<file path="src/rtl/sram_port_arbiter.sv">
// sram_port_arbiter
//   Shares one single-port synchronous SRAM (1-cycle read latency) between
//   two requesters: port A (bus-side memory interface) and port B (a local
//   engine such as DMA or a scrubber). Accesses are serialised through a
//   four-state sequencer (IDLE -> ACC -> [RDLAT] -> ACK). Ties are broken
//   round-robin on a last-served pointer.
//
//   Build option: define SRAM_PORT_ARBITER_FIXED_PRIO_EN for fixed priority
//   (A always wins ties, no pointer, B can starve under continuous A load).
//
// Ports
//   clk_i, rst_n_i            clock, synchronous active-low reset
//   {a,b}_req_i               request, held with wr/addr/data until ack
//   {a,b}_wr_i                1 = write, 0 = read
//   {a,b}_addr_i / _data_i    word address / write data
//   {a,b}_ack_o               1-cycle completion pulse
//   {a,b}_data_o              read data, held until that port's next read
//   sram_addr_o/_data_o/_wr_o registered SRAM bus
//   sram_data_i               SRAM read data, one cycle after address
//   busy_o                    sequencer not idle
module sram_port_arbiter #(
  parameter int ADDR_WIDTH = 6,
  parameter int DATA_WIDTH = 32
) (
  input  logic                  clk_i,
  input  logic                  rst_n_i,
  input  logic                  a_req_i,
  input  logic                  a_wr_i,
  input  logic [ADDR_WIDTH-1:0] a_addr_i,
  input  logic [DATA_WIDTH-1:0] a_data_i,
  output logic                  a_ack_o,
  output logic [DATA_WIDTH-1:0] a_data_o,
  input  logic                  b_req_i,
  input  logic                  b_wr_i,
  input  logic [ADDR_WIDTH-1:0] b_addr_i,
  input  logic [DATA_WIDTH-1:0] b_data_i,
  output logic                  b_ack_o,
  output logic [DATA_WIDTH-1:0] b_data_o,
  output logic [ADDR_WIDTH-1:0] sram_addr_o,
  output logic [DATA_WIDTH-1:0] sram_data_o,
  output logic                  sram_wr_o,
  input  logic [DATA_WIDTH-1:0] sram_data_i,
  output logic                  busy_o
);

  localparam logic [1:0] S_IDLE  = 2'd0;
  localparam logic [1:0] S_ACC   = 2'd1;
  localparam logic [1:0] S_RDLAT = 2'd2;
  localparam logic [1:0] S_ACK   = 2'd3;

  logic [1:0]            state_q, state_d;
  logic                  gnt_q, gnt_d;      // 0 = A, 1 = B
  logic                  wr_q, wr_d;
  logic [ADDR_WIDTH-1:0] addr_q, addr_d;
  logic [DATA_WIDTH-1:0] wdata_q, wdata_d;
  logic                  sram_wr_q, sram_wr_d;
  logic [DATA_WIDTH-1:0] a_data_q, a_data_d;
  logic [DATA_WIDTH-1:0] b_data_q, b_data_d;
  logic                  win_b;

`ifdef SRAM_PORT_ARBITER_FIXED_PRIO_EN
  assign win_b = b_req_i & ~a_req_i;
`else
  // last_q = 1 means B was served last; reset to B so A takes the first tie.
  logic last_q, last_d;
  assign win_b = b_req_i & (~a_req_i | ~last_q);
`endif

  always_comb begin
    state_d   = state_q;
    gnt_d     = gnt_q;
    wr_d      = wr_q;
    addr_d    = addr_q;
    wdata_d   = wdata_q;
    sram_wr_d = sram_wr_q;
    a_data_d  = a_data_q;
    b_data_d  = b_data_q;
`ifndef SRAM_PORT_ARBITER_FIXED_PRIO_EN
    last_d    = last_q;
`endif
    case (state_q)
      S_IDLE: begin
        if (a_req_i | b_req_i) begin
          gnt_d     = win_b;
          wr_d      = win_b ? b_wr_i   : a_wr_i;
          addr_d    = win_b ? b_addr_i : a_addr_i;
          wdata_d   = win_b ? b_data_i : a_data_i;
          sram_wr_d = win_b ? b_wr_i   : a_wr_i;
`ifndef SRAM_PORT_ARBITER_FIXED_PRIO_EN
          last_d    = win_b;
`endif
          state_d   = S_ACC;
        end
      end
      S_ACC: begin
        sram_wr_d = 1'b0;
        state_d   = wr_q ? S_ACK : S_RDLAT;
      end
      S_RDLAT: begin
        // Read data arrives now; only the granted port's register updates.
        if (gnt_q) b_data_d = sram_data_i;
        else       a_data_d = sram_data_i;
        state_d = S_ACK;
      end
      default: begin
        // ACK: requests are deliberately not sampled here.
        state_d = S_IDLE;
      end
    endcase
  end

  always_ff @(posedge clk_i) begin
    if (!rst_n_i) begin
      state_q   <= S_IDLE;
      gnt_q     <= 1'b0;
      wr_q      <= 1'b0;
      addr_q    <= '0;
      wdata_q   <= '0;
      sram_wr_q <= 1'b0;
      a_data_q  <= '0;
      b_data_q  <= '0;
`ifndef SRAM_PORT_ARBITER_FIXED_PRIO_EN
      last_q    <= 1'b1;
`endif
    end else begin
      state_q   <= state_d;
      gnt_q     <= gnt_d;
      wr_q      <= wr_d;
      addr_q    <= addr_d;
      wdata_q   <= wdata_d;
      sram_wr_q <= sram_wr_d;
      a_data_q  <= a_data_d;
      b_data_q  <= b_data_d;
`ifndef SRAM_PORT_ARBITER_FIXED_PRIO_EN
      last_q    <= last_d;
`endif
    end
  end

  assign a_ack_o     = (state_q == S_ACK) & ~gnt_q;
  assign b_ack_o     = (state_q == S_ACK) &  gnt_q;
  assign a_data_o    = a_data_q;
  assign b_data_o    = b_data_q;
  assign sram_addr_o = addr_q;
  assign sram_data_o = wdata_q;
  assign sram_wr_o   = sram_wr_q;
  assign busy_o      = (state_q != S_IDLE);

endmodule

</file>
<file path="config.mk">
export PLATFORM = sky130hd
export DESIGN_NAME = sram_port_arbiter
export DESIGN_NICKNAME = d
export VERILOG_FILES = /design/src/rtl/sram_port_arbiter.sv
export SDC_FILE = /design/constraint.sdc
export NUM_CORES = 1
export LEC_CHECK = 0
export BUFFER_PORTS_ARGS = -buffer_cell sky130_fd_sc_hd__buf_2
export CAP_MARGIN = 20
export CORE_UTILIZATION = 40
export CTS_BUF_LIST = sky130_fd_sc_hd__clkbuf_16
export DETAILED_ROUTE_END_ITERATION = 8
export PLACE_DENSITY = 0.77
export SYNTH_ARGS = -nofsm -noshare
export SYNTH_HDL_FRONTEND = slang
export SYNTH_SLANG_ARGS = --single-unit
</file>
<file path="constraint.sdc">
create_clock -name clk_i -period 4.3 [get_ports clk_i]
set_input_delay 0.43 -clock clk_i [delete_from_list [all_inputs] [get_ports clk_i]]
set_output_delay 0.43 -clock clk_i [all_outputs]
set_load 0.02 [all_outputs]
</file>
Word level (Yosys, flattened, before mapping)
Index checks and enable logic that the tools add are counted.

storage, ports and cells
  register bits after elaboration = 108
  input port bits = 114
  output and inout port bits = 106
  word-level logic and storage cells = 36

cells by class
  eq/ne operators = 4
  multiplexer cells = 8
  bitwise logic cells = 8
  reductions and logical operators = 7

operators with widths
  kind                                                             count
  32-bit two-way mux                                               1
  2-bit AND reduction                                              4
  6-bit two-way mux                                                1
  2-bit one-hot mux with 3 select lines                            1
  2-bit == test, second input constant                             2
  2-bit nonzero test                                               2
  1-bit bitwise AND                                                3
  1-bit two-way mux                                                3
  1-bit inverter                                                   3
  2-bit by 1-bit == test with 1-bit output, second input constant  1
  2-bit logical NOT                                                1
  2-bit two-way mux                                                1
  2-bit != test, second input constant                             1
  1-bit bitwise OR                                                 2
  1-bit one-hot mux with 2 select lines                            1

Longest topological paths before layout
  word-level depth = 6
  mapped depth = 7
  gate-level depth less buffers = 5

Worst setup path before layout
OpenSTA, ideal clock, no wires.

  path kind = register to register
  start = register state_q[0]
  end = register sram_wr_q, in the netlist sram_wr_o
  setup time = 86 ps
  arrival time = 1320 ps
  path slack = 2893 ps
  stages on the path, launching flop included = 6
  path buffers = 0
  path through = dfxtp_1 > inv_1 > ha_1 > nor3b_1 > o21ai_1 > a221oi_2

on the way
  longest elaborated chain between the ends = 3
  elaborated cells between the ends (all ways) = 6
  those cells by class = eq/ne: 2; mux: 1; reduce/logical: 3

ends and longest elaborated chain
  item                                                                           line  source
  start: declaration                                                             51    logic [1:0] state_q, state_d;
  start signal: assignment                                                       126   state_q <= state_d;
  2-bit by 1-bit == test with 1-bit output or 2-bit logical NOT (tied branches)  81    case (state_q)
  2-bit nonzero test (no line) or 2-bit != test (tied branches)                  --
  2-bit AND reduction (no line)                                                  --
  end signal: assignment                                                         131   sram_wr_q <= sram_wr_d;
  end: declaration                                                               56    logic sram_wr_q, sram_wr_d;

Parallel ways exist; a longest one is shown, timed or not.
A chain may end at the register's enable or synchronous reset.

Worst setup path after layout
  start = register state_q[0]
  end = register a_data_q[31], in the netlist a_data_o[31]

on the way
  longest elaborated chain between the ends = 2

ends and longest elaborated chain
  item                           line  source
  2-bit == test                  81
  2-bit AND reduction (no line)  --
  end signal: assignment         132   a_data_q <= a_data_d;
  end: declaration               57    logic [DATA_WIDTH-1:0] a_data_q, a_data_d;

No other way between the ends.

==> results.yml <==
timing:
  fmax_ghz: 0.536
  hold_viol: 0
  min_period_over_period_pct: 43.4
  relSlewSlack_pct: 50.1
  slew_viol_final: 0
  finClkSkew_ps: 11.2
  rsz0062_at_grt: "no"
  fin_crit_ps: 1870
  setup_tns_ps: 0
  setup_viol: 0
  tightestPinTransition_ps: 749
placed_design:
  port_buffers: 219
  gp_congestion: 0.724
  placed_cell_area_sq_um: 5230
  place_hpwl_um: 8010
yosys:
  synth_top_family_by_area: "compound AO/OA/AOI/OAI gates"
  synthSimpleGateAreaFrac_pct: 20.5
  synth.cell_area_sq_um: 4120
  synth-xor-area-share_pct: 0
  synth_cell_types: 27
  synth_area_per_cell_sq_um: 7.76
  synth-adder-area-share_pct: 1.22
  synth_compound_area_share_pct: 20.5
  synthMuxAreaShare_pct: 0.243
  ys_seq_area_share_pct: 52.5
  ys_warn_count: 0
  ys_seq_elements: 108
  syn_nets: 649
  syn_inst: 531
cts:
  post_cts_buffers: 0
  cts_buffers: 9
  clock_path_buffers: 2
  holdBufCountCts: 0
  cts_sinks: 108
  root_buffer: "clkbuf_16"
  cts_tree: "yes"
  htreeDepth: 3
  clkLatencyLatePin_ps: 340
  cts_resized: 0
  cts.reportedPaths.clkPinSlew_ps: 70
cells_and_area:
  final_cell_mix: "219 x buf_2, 208 x nand2_1, 108 x dfxtp_1"
  fill_cells: 909
  n_antenna_cell: 0
  drive_gt1_share_pct: 33.7
  nNetsFinal: 845
  design_area_sq_um: 5570
  final_common_cell: "buf_2"
  area_growth_pct: 35.1
global_route:
  grt_max_degree: 79
  grt.total_usage_pct: 20.6
  grt_pass1_vias: 3975
  overflow: 0
  antenna_found_initial: 0
  grt_pass1_wl_um: 17500
floorplanning:
  die_h_um: 103
  die-width_um: 103
  placementRows: 36
  core_area_sq_um: 9860
  initial_core_util_pct: 41.8
  io_pins: 220
  die_area_sq_um: 10700
outcome:
  run_status: "finished clean"
drt:
  routedWlPerCell_um: 13.0
  vias: 4317
  drtAntennaViolNets: 0
  firstDrtPassIters: 4
  finalWirelength_um: 11200
  drcViolationCount: 0
  drt_iter0_markers: 160
  viasPerCell: 4.99
flow_run:
  maxCapViolCount: 0
critical_path:
  worstPathArrival_ps: 2130
  required_ps: 4560
  crit_path_cell_trace: "inv_1 > ha_1 > nor2b_2 > buf_4 > nand2_1 > a21oi_1"
  slowest_delay_ps: 520
  crit_slowest_cell: "nor2b_2"
  critPathKind: "flip-flop to flip-flop"
  startpoint_type: "flip-flop"
  critPathTopFamily: "simple AND/OR/NAND/NOR gates"
  end_kind: "flip-flop"
  path_buf_inv: 2
  worstPathMaxFanout: 20
power_and_ir_drop:
  p_leak_nw: 2.60
  p_per_area_nw_per_um2: 561
  ir_drop_v: 0.000225
hold_path:
  worst_hold_path_type: "primary input to flip-flop"
## worst min-delay path, delay by kind of cell
kind            cells  cell delay (ps)
buf+inv             1              110
simple gates        1               50
compound gates      1               50
## metrics by stage
step | setup slack (ps) | hold slack (ps) | std cells | power [mW] | utilization (%)
after floorplan | 2890 | 466 | 531 | 2.01 | -
after global placement | 2200 | 439 | 846 | 2.31 | 53.0
after detailed placement | 2060 | 444 | 846 | 2.35 | 53.0
after CTS | 2040 | 324 | 862 | 3.13 | 55.9
after global routing | 2250 | 322 | 865 | 3.33 | 56.4
final | 2430 | 338 | 865 | 3.12 | 56.4
## state kept, by name (all words and copies together) (netlist names)
name         cells
b_data_o        32
sram_data_o     32
a_data_o        32
sram_wr_o        1
sram_addr_o      6
last_q           1
state_q          2
gnt_q            1
wr_q             1
## area by class of cell
type / instances / area, sq um / share of cell area [%]
clock buffers: 9 / 225 / 4.05
clock inverters: 7 / 60.1 / 1.08
inverters: 5 / 18.8 / 0.337
multi-input cells: 377 / 1750 / 31.5
flip-flops and latches: 108 / 2160 / 38.8
well taps: 133 / 166 / 2.99
repair buffers: 226 / 1180 / 21.2
## synthesized netlist by cell type (all sizes together)
| library cell | instances | area (sq um) |
|---|---|---|
| a31oi | 38 | 238 |
| dfxtp | 108 | 2160 |
| and2 | 2 | 12.5 |
| nand2 | 208 | 781 |
| nor2b | 2 | 12.5 |
| a22oi | 1 | 7.51 |
| buf | 23 | 121 |
| nor2 | 3 | 11.3 |
| and3 | 1 | 6.26 |
| nand2b | 1 | 6.26 |
| o21a | 1 | 8.76 |
| nor3b | 1 | 7.51 |
| mux2i | 1 | 10.0 |
| ha | 4 | 50.1 |
| o21ai | 41 | 205 |
| a221oi | 1 | 15.0 |
| a211oi | 2 | 15.0 |
| clkbuf | 18 | 67.6 |
| or3 | 1 | 6.26 |
| a21bo | 1 | 10.0 |
| a21boi | 1 | 11.3 |
| inv | 5 | 18.8 |
| a21oi | 67 | 335 |
## cells by family after synthesis
logic type / after synthesis
flops: 108
buf+inv: 46
fa+ha+maj: 4
mux: 1
simple gates: 219
compound gates: 153
## worst paths after layout
path / from / endpoint / slack [ps] / cells past startpoint
setup / recovery: state_q[0] / a_data_o[31] / 2430 / 6
hold / removal: sram_data_i[1] / b_data_o[1] / 340 / 3
setup reg to reg: state_q[0] / a_data_o[31] / 2430 / 6
hold reg to reg: a_data_o[24] / a_data_o[24] / 450 / 2
## power by group
group / leakage (nW) / total [mW] / switching [mW] / internal, mW
clock network: 0.141 / 0.781 / 0.377 / 0.403
logic: 1.57 / 1.04 / 0.685 / 0.355
registers: 0.883 / 1.30 / 0.105 / 1.20
## per-layer routing
| layer | global-route usage [%] | vias up | share of wire, % |
|---|---|---|---|
| li1 | - | 2157 | - |
| met1 | 22.6 | 1966 | 41 |
| met2 | 38.1 | 181 | 49 |
| met3 | 5.04 | 13 | 8.3 |
| met4 | 8.02 | 0 | 1.4 |
| met5 | 0 | - | 0 |
(Power assumes the default switching activity.)
